<file path="src/rtl/pc_link_stack.sv">
// pc_link_stack: computes the link value for each valid instruction and
// keeps a circular return-address stack. OP_CALL pushes PC+1 and OP_JUMPR
// pops the most recent entry. count, overflow and underflow report stack state.
module pc_link_stack #(
   parameter int PC_WIDTH  = 12,
   parameter int OP_WIDTH  = 6,
   parameter int DEPTH     = 8,
   parameter int WRAP_MODE = 1,
   parameter logic [OP_WIDTH-1:0] OP_JUMP    = 6'b010101,
   parameter logic [OP_WIDTH-1:0] OP_JUMPR   = 6'b100011,
   parameter logic [OP_WIDTH-1:0] OP_PBRANCH = 6'b011111,
   parameter logic [OP_WIDTH-1:0] OP_BRANCHZ = 6'b010011,
   parameter logic [OP_WIDTH-1:0] OP_BRANCHN = 6'b010100,
   parameter logic [OP_WIDTH-1:0] OP_CALL    = 6'b010111
) (
   input  logic                       clock,
   input  logic                       reset_n,
   input  logic                       valid_in,
   input  logic [PC_WIDTH-1:0]        program_counter,
   input  logic [OP_WIDTH-1:0]        operation,
   input  logic                       flush,
   output logic [PC_WIDTH-1:0]        link_pc,
   output logic                       link_valid,
   output logic [PC_WIDTH-1:0]        return_pc,
   output logic                       return_valid,
   output logic [$clog2(DEPTH):0]     count,
   output logic                       empty,
   output logic                       full,
   output logic                       overflow,
   output logic                       underflow
);

   localparam int PW = $clog2(DEPTH);
   localparam int CW = PW + 1;

   logic [PC_WIDTH-1:0] r_stack [DEPTH];
   logic [PW-1:0]       r_top;        // next slot to write; top entry is r_top-1
   logic [CW-1:0]       r_count;
   logic [PC_WIDTH-1:0] r_link_pc;
   logic                r_link_valid;
   logic [PC_WIDTH-1:0] r_return_pc;
   logic                r_return_valid;
   logic                r_overflow;
   logic                r_underflow;

   logic [PC_WIDTH-1:0] w_link;
   logic                w_accept;
   logic                w_push;
   logic                w_pop;
   logic                w_full;
   logic                w_empty;
   logic                w_push_write;
   logic                w_pop_ok;
   logic [PW-1:0]       w_rd_idx;

   // Link value selection; arithmetic wraps naturally at PC_WIDTH bits
   always_comb begin
      w_link = program_counter + PC_WIDTH'(1);
      if (operation == OP_JUMP || operation == OP_JUMPR || operation == OP_PBRANCH)
         w_link = program_counter;
      else if (operation == OP_BRANCHZ || operation == OP_BRANCHN)
         w_link = program_counter - PC_WIDTH'(1);
   end

   // Flush dominates any valid instruction in the same cycle
   assign w_accept     = valid_in & ~flush;
   assign w_push       = w_accept & (operation == OP_CALL);
   assign w_pop        = w_accept & (operation == OP_JUMPR);
   assign w_full       = (r_count == CW'(DEPTH));
   assign w_empty      = (r_count == '0);
   // A full push only lands in storage when overwriting the oldest entry is allowed
   assign w_push_write = w_push & (~w_full | (WRAP_MODE != 0));
   assign w_pop_ok     = w_pop & ~w_empty;
   assign w_rd_idx     = r_top - PW'(1);

   // Entry storage: no reset, contents are never observable while empty
   always_ff @(posedge clock) begin
      if (w_push_write)
         r_stack[r_top] <= w_link;
   end

   // Output registers, pointer, count and sticky error flags
   always_ff @(posedge clock or negedge reset_n) begin
      if (!reset_n) begin
         r_top          <= '0;
         r_count        <= '0;
         r_link_pc      <= '0;
         r_link_valid   <= 1'b0;
         r_return_pc    <= '0;
         r_return_valid <= 1'b0;
         r_overflow     <= 1'b0;
         r_underflow    <= 1'b0;
      end else begin
         r_link_valid   <= w_accept;
         r_return_valid <= w_pop_ok;
         if (w_accept)
            r_link_pc <= w_link;
         if (w_pop_ok)
            r_return_pc <= r_stack[w_rd_idx];

         if (flush) begin
            r_top       <= '0;
            r_count     <= '0;
            r_overflow  <= 1'b0;
            r_underflow <= 1'b0;
         end else if (w_push) begin
            if (w_full)
               r_overflow <= 1'b1;
            else
               r_count <= r_count + CW'(1);
            // When full and wrapping, the write slot equals the oldest entry,
            // so advancing the pointer keeps count at DEPTH
            if (w_push_write)
               r_top <= r_top + PW'(1);
         end else if (w_pop) begin
            if (w_empty) begin
               r_underflow <= 1'b1;
            end else begin
               r_count <= r_count - CW'(1);
               r_top   <= w_rd_idx;
            end
         end
      end
   end

   assign link_pc      = r_link_pc;
   assign link_valid   = r_link_valid;
   assign return_pc    = r_return_pc;
   assign return_valid = r_return_valid;
   assign count        = r_count;
   assign empty        = w_empty;
   assign full         = w_full;
   assign overflow     = r_overflow;
   assign underflow    = r_underflow;

endmodule

</file>
<file path="config.mk">
export PLATFORM = sky130hd
export DESIGN_NAME = pc_link_stack
export DESIGN_NICKNAME = d
export VERILOG_FILES = /design/src/rtl/pc_link_stack.sv
export SDC_FILE = /design/constraint.sdc
export NUM_CORES = 1
export LEC_CHECK = 0
export CAP_MARGIN = 20
export CORE_MARGIN = 8
export CORE_UTILIZATION = 61
export DETAILED_ROUTE_END_ITERATION = 10
export GPL_TIMING_DRIVEN = 0
export PLACE_DENSITY = 0.9
export SETUP_SLACK_MARGIN = 0.2
export SLEW_MARGIN = 5
export SYNTH_ARGS = -nofsm -noshare
export SYNTH_HDL_FRONTEND = slang
export SYNTH_SLANG_ARGS = --single-unit
</file>
<file path="constraint.sdc">
create_clock -name clock -period 4.1 [get_ports clock]
set_input_delay 0.82 -clock clock [delete_from_list [all_inputs] [get_ports clock]]
set_output_delay 0.82 -clock clock [all_outputs]
set_load 0.01 [all_outputs]
</file>
# == Word level (Yosys, flattened, before mapping) ==
# Memories as Yosys holds them, arrays and structs flattened. A register that Yosys moved wholly into a read port is not among the register bits.
# Index checks and enable logic that the tools add are counted.
# word_totals
register_bits,23
mem_bits_rw,96
input_bits,22
output_inout_bits,34
word_cells,64
memories,1
# classes
n_addsub,6
n_eq_ne,10
muxes,20
bitwise_logic,6
n_reduce_logical,14
# mem_list
memory,words,width,read_ports,rd_clocked_by_memory_dff,wr,line_no,source
r_stack,8,12,1,1,1,36,logic [PC_WIDTH-1:0] r_stack [DEPTH];
# ops
op,n
$eq 6x5->1 const B,5
$mux 12,2
$mux 4,5
$add 12x1->12 const B,1
$mux 3,4
$sub 12x1->12 const B,1
$mux 1,9
$reduce_bool 2->1,4
$eq 6x6->1 const B,1
$ne 3x3->1 const B,2
$reduce_and 3->1,2
$add 4x1->4 const B,1
$and 1x1->1,4
$eq 4x4->1 const B,1
$logic_not 4->1,1
$reduce_and 2->1,2
$sub 4x1->4 const B,1
$add 3x1->3 const B,1
$logic_or 1x1->1,3
$reduce_bool 3->1,1
$sub 3x1->3 const B,1
$ne 2x2->1 const B,1
$not 1->1,2
$logic_not 1->1,1

# == Logic depth before layout (Yosys ltp) ==
# depth
word_depth,6
mapped_depth,13

# == Worst setup path after synthesis ==
# Ideal clock, no wire load.
# synth_path
path_kind,input to register
startpoint,input port operation[0]
endpoint,register r_link_pc[10] (netlist: link_pc[10])
t_arrival_ns,3.457
required_ns,4.033
path_slack_ns,0.576
stages,10
n_path_buf,0
cell_sequence,nor2_1 > nand2_1 > a2111oi_4 > ha_1 > a21oi_1 > o211ai_1 > a311oi_1 > xor2_1 > o21ai_0 > mux2_2
# synth_between
elab_chain_cells,4
elab_cells_between_ends,10
classes_between,5 x eq/ne; 2 x mux; 3 x reduce/logical
# synth_lines
item,line_no,source
"start, declared",20,"input logic [OP_WIDTH-1:0] operation,"
"$eq 6x5->1, or another cell as far along",61,else if (operation == OP_BRANCHZ || operation == OP_BRANCHN)
"$logic_or 1x1->1, on equally long branches","61, 59",
$mux 12 / $logic_or 1x1->1 (equally long branches),"61, 59",
$mux 12 (*),59,if (operation == OP_JUMP || operation == OP_JUMPR || operation == OP_PBRANCH)
named net w_link[10],46,logic [PC_WIDTH-1:0] w_link;
"end signal, assigned",97,r_link_pc <= w_link;
"end, declared",39,logic [PC_WIDTH-1:0] r_link_pc;
# The timed path passes the listed nets; every way through them passes the cells marked *.
# A chain may end at the register's enable or synchronous reset.

# == Final worst setup path ==
# layout_path
startpoint,input port operation[1]
endpoint,register r_link_pc[10] (netlist: link_pc[10])
# Same word-level chain as after synthesis.

==> impl_metrics.yaml <==
placed_design:
  portBuffers: 54
  dp_cells: 579
  gp_congestion: 0.8762
  dpl.hpwl_um: 9487
  place_ws_ps: -701.9
clock_tree:
  cts.sinks: 131
  cts_tree: "built"
  hold_buffers: 0
  cts-buffers-inserted: 17
  cts_max_level: 4
  clock_latency_ps: 520
  path_clk_slew_ps: 60
  cts.path.max_buffers: 2
  root_buffer: "clkbuf_8"
floorplanning:
  fp-row-count: 35
  io_pins: 56
  core_area_um2: 9240
  die-area_um2: 12880
  fp.dieW_um: 113.5
  start_util_pct: 62.76
  die_h_um: 113.5
final_layout:
  fillers: 494
  multi_input_area_um2: 1941
  finalNetCount: 511
  n_antenna_cell: 0
  layout_common_cells: "edfxtp_1 (96), clkdlybuf4s50_1 (53), nand2_1 (43)"
  drive_gt1_share_pct: 19.38
  fin_cells: 614
  register_area_um2: 3759
  area.growth.synth_to_final_pct: 24.68
  final_common_cell: "edfxtp_1"
detailed_routing:
  drt-vias-per-instance: 6.314
  ant_nets: 0
  initialDrtViolationCount: 289
  num_vias: 3877
  dr.pass1.iters: 5
  drt-total-wl_um: 14340
  drcViolationCount: 0
  wl_per_cell_um: 23.36
sta:
  setup_viol: 0
  slew_viol_final: 0
  timing.final.hold_violations: 0
  tightest_slew_ps: 1114
  fmax_mhz: 274.7
  holdWs_ps: 402.6
  setup_slack_ps: 459.9
  fin_skew_ps: 6.181
  relSlewSlack_pct: 24.94
  finalCriticalPeriod_ps: 3640
  rsz0062_at_grt: "no"
  fin_crit_sh_pct: 88.78
power_and_ir_drop:
  power.leakage_uw: 0.002698
  pwr-share-comb_pct: 6.9
  switchingPower_uw: 695.6
  powerDensity_nw_per_um2: 441.6
  p_seq_share_pct: 46.5
  power.internal_uw: 2498
  vdd_drop_max_mv: 0.3447
  p_clk_share_pct: 46.7
  total_power_uw: 3193
  swShare_pct: 21.78
yosys:
  synth_top_flop_cell: "edfxtp_1"
  ys_seq_area_share_pct: 64.81
  yosysWarnings: 0
  syn_area_um2: 5799
  ys_types: 45
  synth_edf_count: 96
  avgSynthCellArea_um2: 14.99
  synthCells: 387
  async_flop_share_pct: 26.72
  syn_nets: 426
  ys_ff_latch: 131
setup_path:
  crit_cells: 11
  cp_max_fo: 12
  cp_top_family: "compound AO/OA/AOI/OAI gates"
  path_buf_inv: 2
  cpPeakStageDelay_ps: 540
  critPathLaunch: "operation[1]"
  path_class: "in -> reg"
  reg2reg_to: "return_pc[8]$_DFFE_PN0P_"
  path_cells: "clkdlybuf4s50_1, nand3b_1, a2111oi_4, buf_4, ha_1, a21oi_1, o211ai_1, a311oi_1, xor2_1, o21ai_1, mux2_2"
  crit_slowest_cell: "o21ai_1"
  ff2ff_path_depth: 8
  critPathCaptureType: "flop"
  cp.required_ps: 4560
  r2r_setup_slack_ps: 470
  worstSetupStartpointType: "primary input"
  r2r-start: "r_top[0]$_DFFE_PN0P_"
  cp-endpoint: "link_pc[10]$_DFFE_PN0P_"
  cp.arrival_ps: 4100
grt:
  grt_first_pass_wirelength_um: 22000
  overflow: 0
  antenna_found_initial: 0
  grt_max_degree: 36
  first_global_vias: 3968
  grt_util_all_layers_pct: 23.05
outcome:
  outcome: "finished clean"
run:
  cap_violations: 0
worst_hold_path:
  hold_path_class: "in -> async"
[power groups by stage]
stage               registers, µW  clock network (µW)  logic [µW]
finish                       1480                1490         219
detailed placement           1510                   0         214
global placement             1510                   0         200
global route                 1490                1550         233
floorplan                    1520                   0        88.1
CTS                          1480                1500         218
[how the worst min path moves through the flow]
stage / to / slack (ps) / depth (start not counted)
4_1_cts: return_pc[7]$_DFFE_PN0P_ / 430 / 1
5_1_grt: return_pc[7]$_DFFE_PN0P_ / 460 / 1
3_5_place_dp: return_pc[9]$_DFFE_PN0P_ / 470 / 2
2_1_floorplan: link_pc[1]$_DFFE_PN0P_ / 510 / 2
3_3_place_gp: return_pc[0]$_DFFE_PN0P_ / 460 / 2
6_report: return_pc[7]$_DFFE_PN0P_ / 400 / 1
[sequential cells by signal, indices dropped and copies added (netlist names), 3 cells and up]
register,flops
r_stack,96
count,4
link_pc,12
return_pc,12
r_top,3
[cells in the mapped netlist (2+ instances only)]
cell | n | area share (%)
clkbuf_1 | 9 | 0.58
nand2_1 | 43 | 2.8
o22ai_1 | 4 | 0.43
a21oi_1 | 11 | 0.95
mux4_2 | 24 | 9.3
and3_1 | 4 | 0.43
nor4_1 | 3 | 0.32
xor2_1 | 8 | 1.2
a21o_1 | 2 | 0.26
a22oi_1 | 2 | 0.26
o21a_1 | 2 | 0.26
inv_1 | 13 | 0.84
o31ai_1 | 2 | 0.26
nor2b_1 | 2 | 0.22
nand3_1 | 2 | 0.17
mux2i_1 | 13 | 2.2
fa_1 | 2 | 0.69
a31oi_1 | 2 | 0.22
nor2_1 | 12 | 0.78
ha_1 | 15 | 3.2
nor3_1 | 7 | 0.60
nand4_1 | 3 | 0.32
xnor2_1 | 9 | 1.4
dfrtp_1 | 35 | 15
nand2b_1 | 3 | 0.32
buf_2 | 7 | 0.60
o21ai_0 | 28 | 2.4
a311oi_1 | 2 | 0.30
edfxtp_1 | 96 | 50
mux2_2 | 7 | 1.4
[what timing repair did]
item | 4_1_cts | 5_1_grt
resized for setup | 7 | 0
buffers inserted | 3 | 0
endpoints found under the setup margin | 69 | 0
[through the flow]
step | cell area [µm²] | setup TNS (ps) | utilization, %
finish | 7231 | 0 | 78.25
detailed placement | 6615 | -35400 | 71.59
CTS | 7231 | 0 | 78.25
global route | 7231 | 0 | 78.25
global placement | 6501 | -43630 | 70.36
floorplan | 5799 | 0 | -
[area by class of cell]
cell class                      instances  area share (%)
Inverter                               14          0.7268
Multi-Input combinational cell        225           26.84
Clock buffer                           21           6.489
Tap cell                              129           2.232
Timing Repair Buffer                   66           8.912
Sequential cell                       131           51.98
Clock inverter                         11           1.713
Buffer                                 17           1.107
[cell families (layout without fill, tap and decap cells)]
logic type,after synthesis,after routing,synth area share (%)
compound gates,60,60,6.343
xor+xnor,17,17,2.568
fa+ha+maj,17,17,3.927
buf+inv,31,129,2.287
flops,131,131,64.81
mux,44,44,12.92
simple gates,87,87,7.141
[layer usage]
| layer | up-vias | share of wire [%] | track usage [%] |
|---|---|---|---|
| li1 | 1645 | - | - |
| met1 | 1918 | 36 | 25.97 |
| met2 | 264 | 51 | 39.33 |
| met3 | 50 | 9.3 | 6.445 |
| met4 | 0 | 3.8 | 11.81 |
| met5 | - | 0 | 0 |
Power figures use the tool's default switching activity.
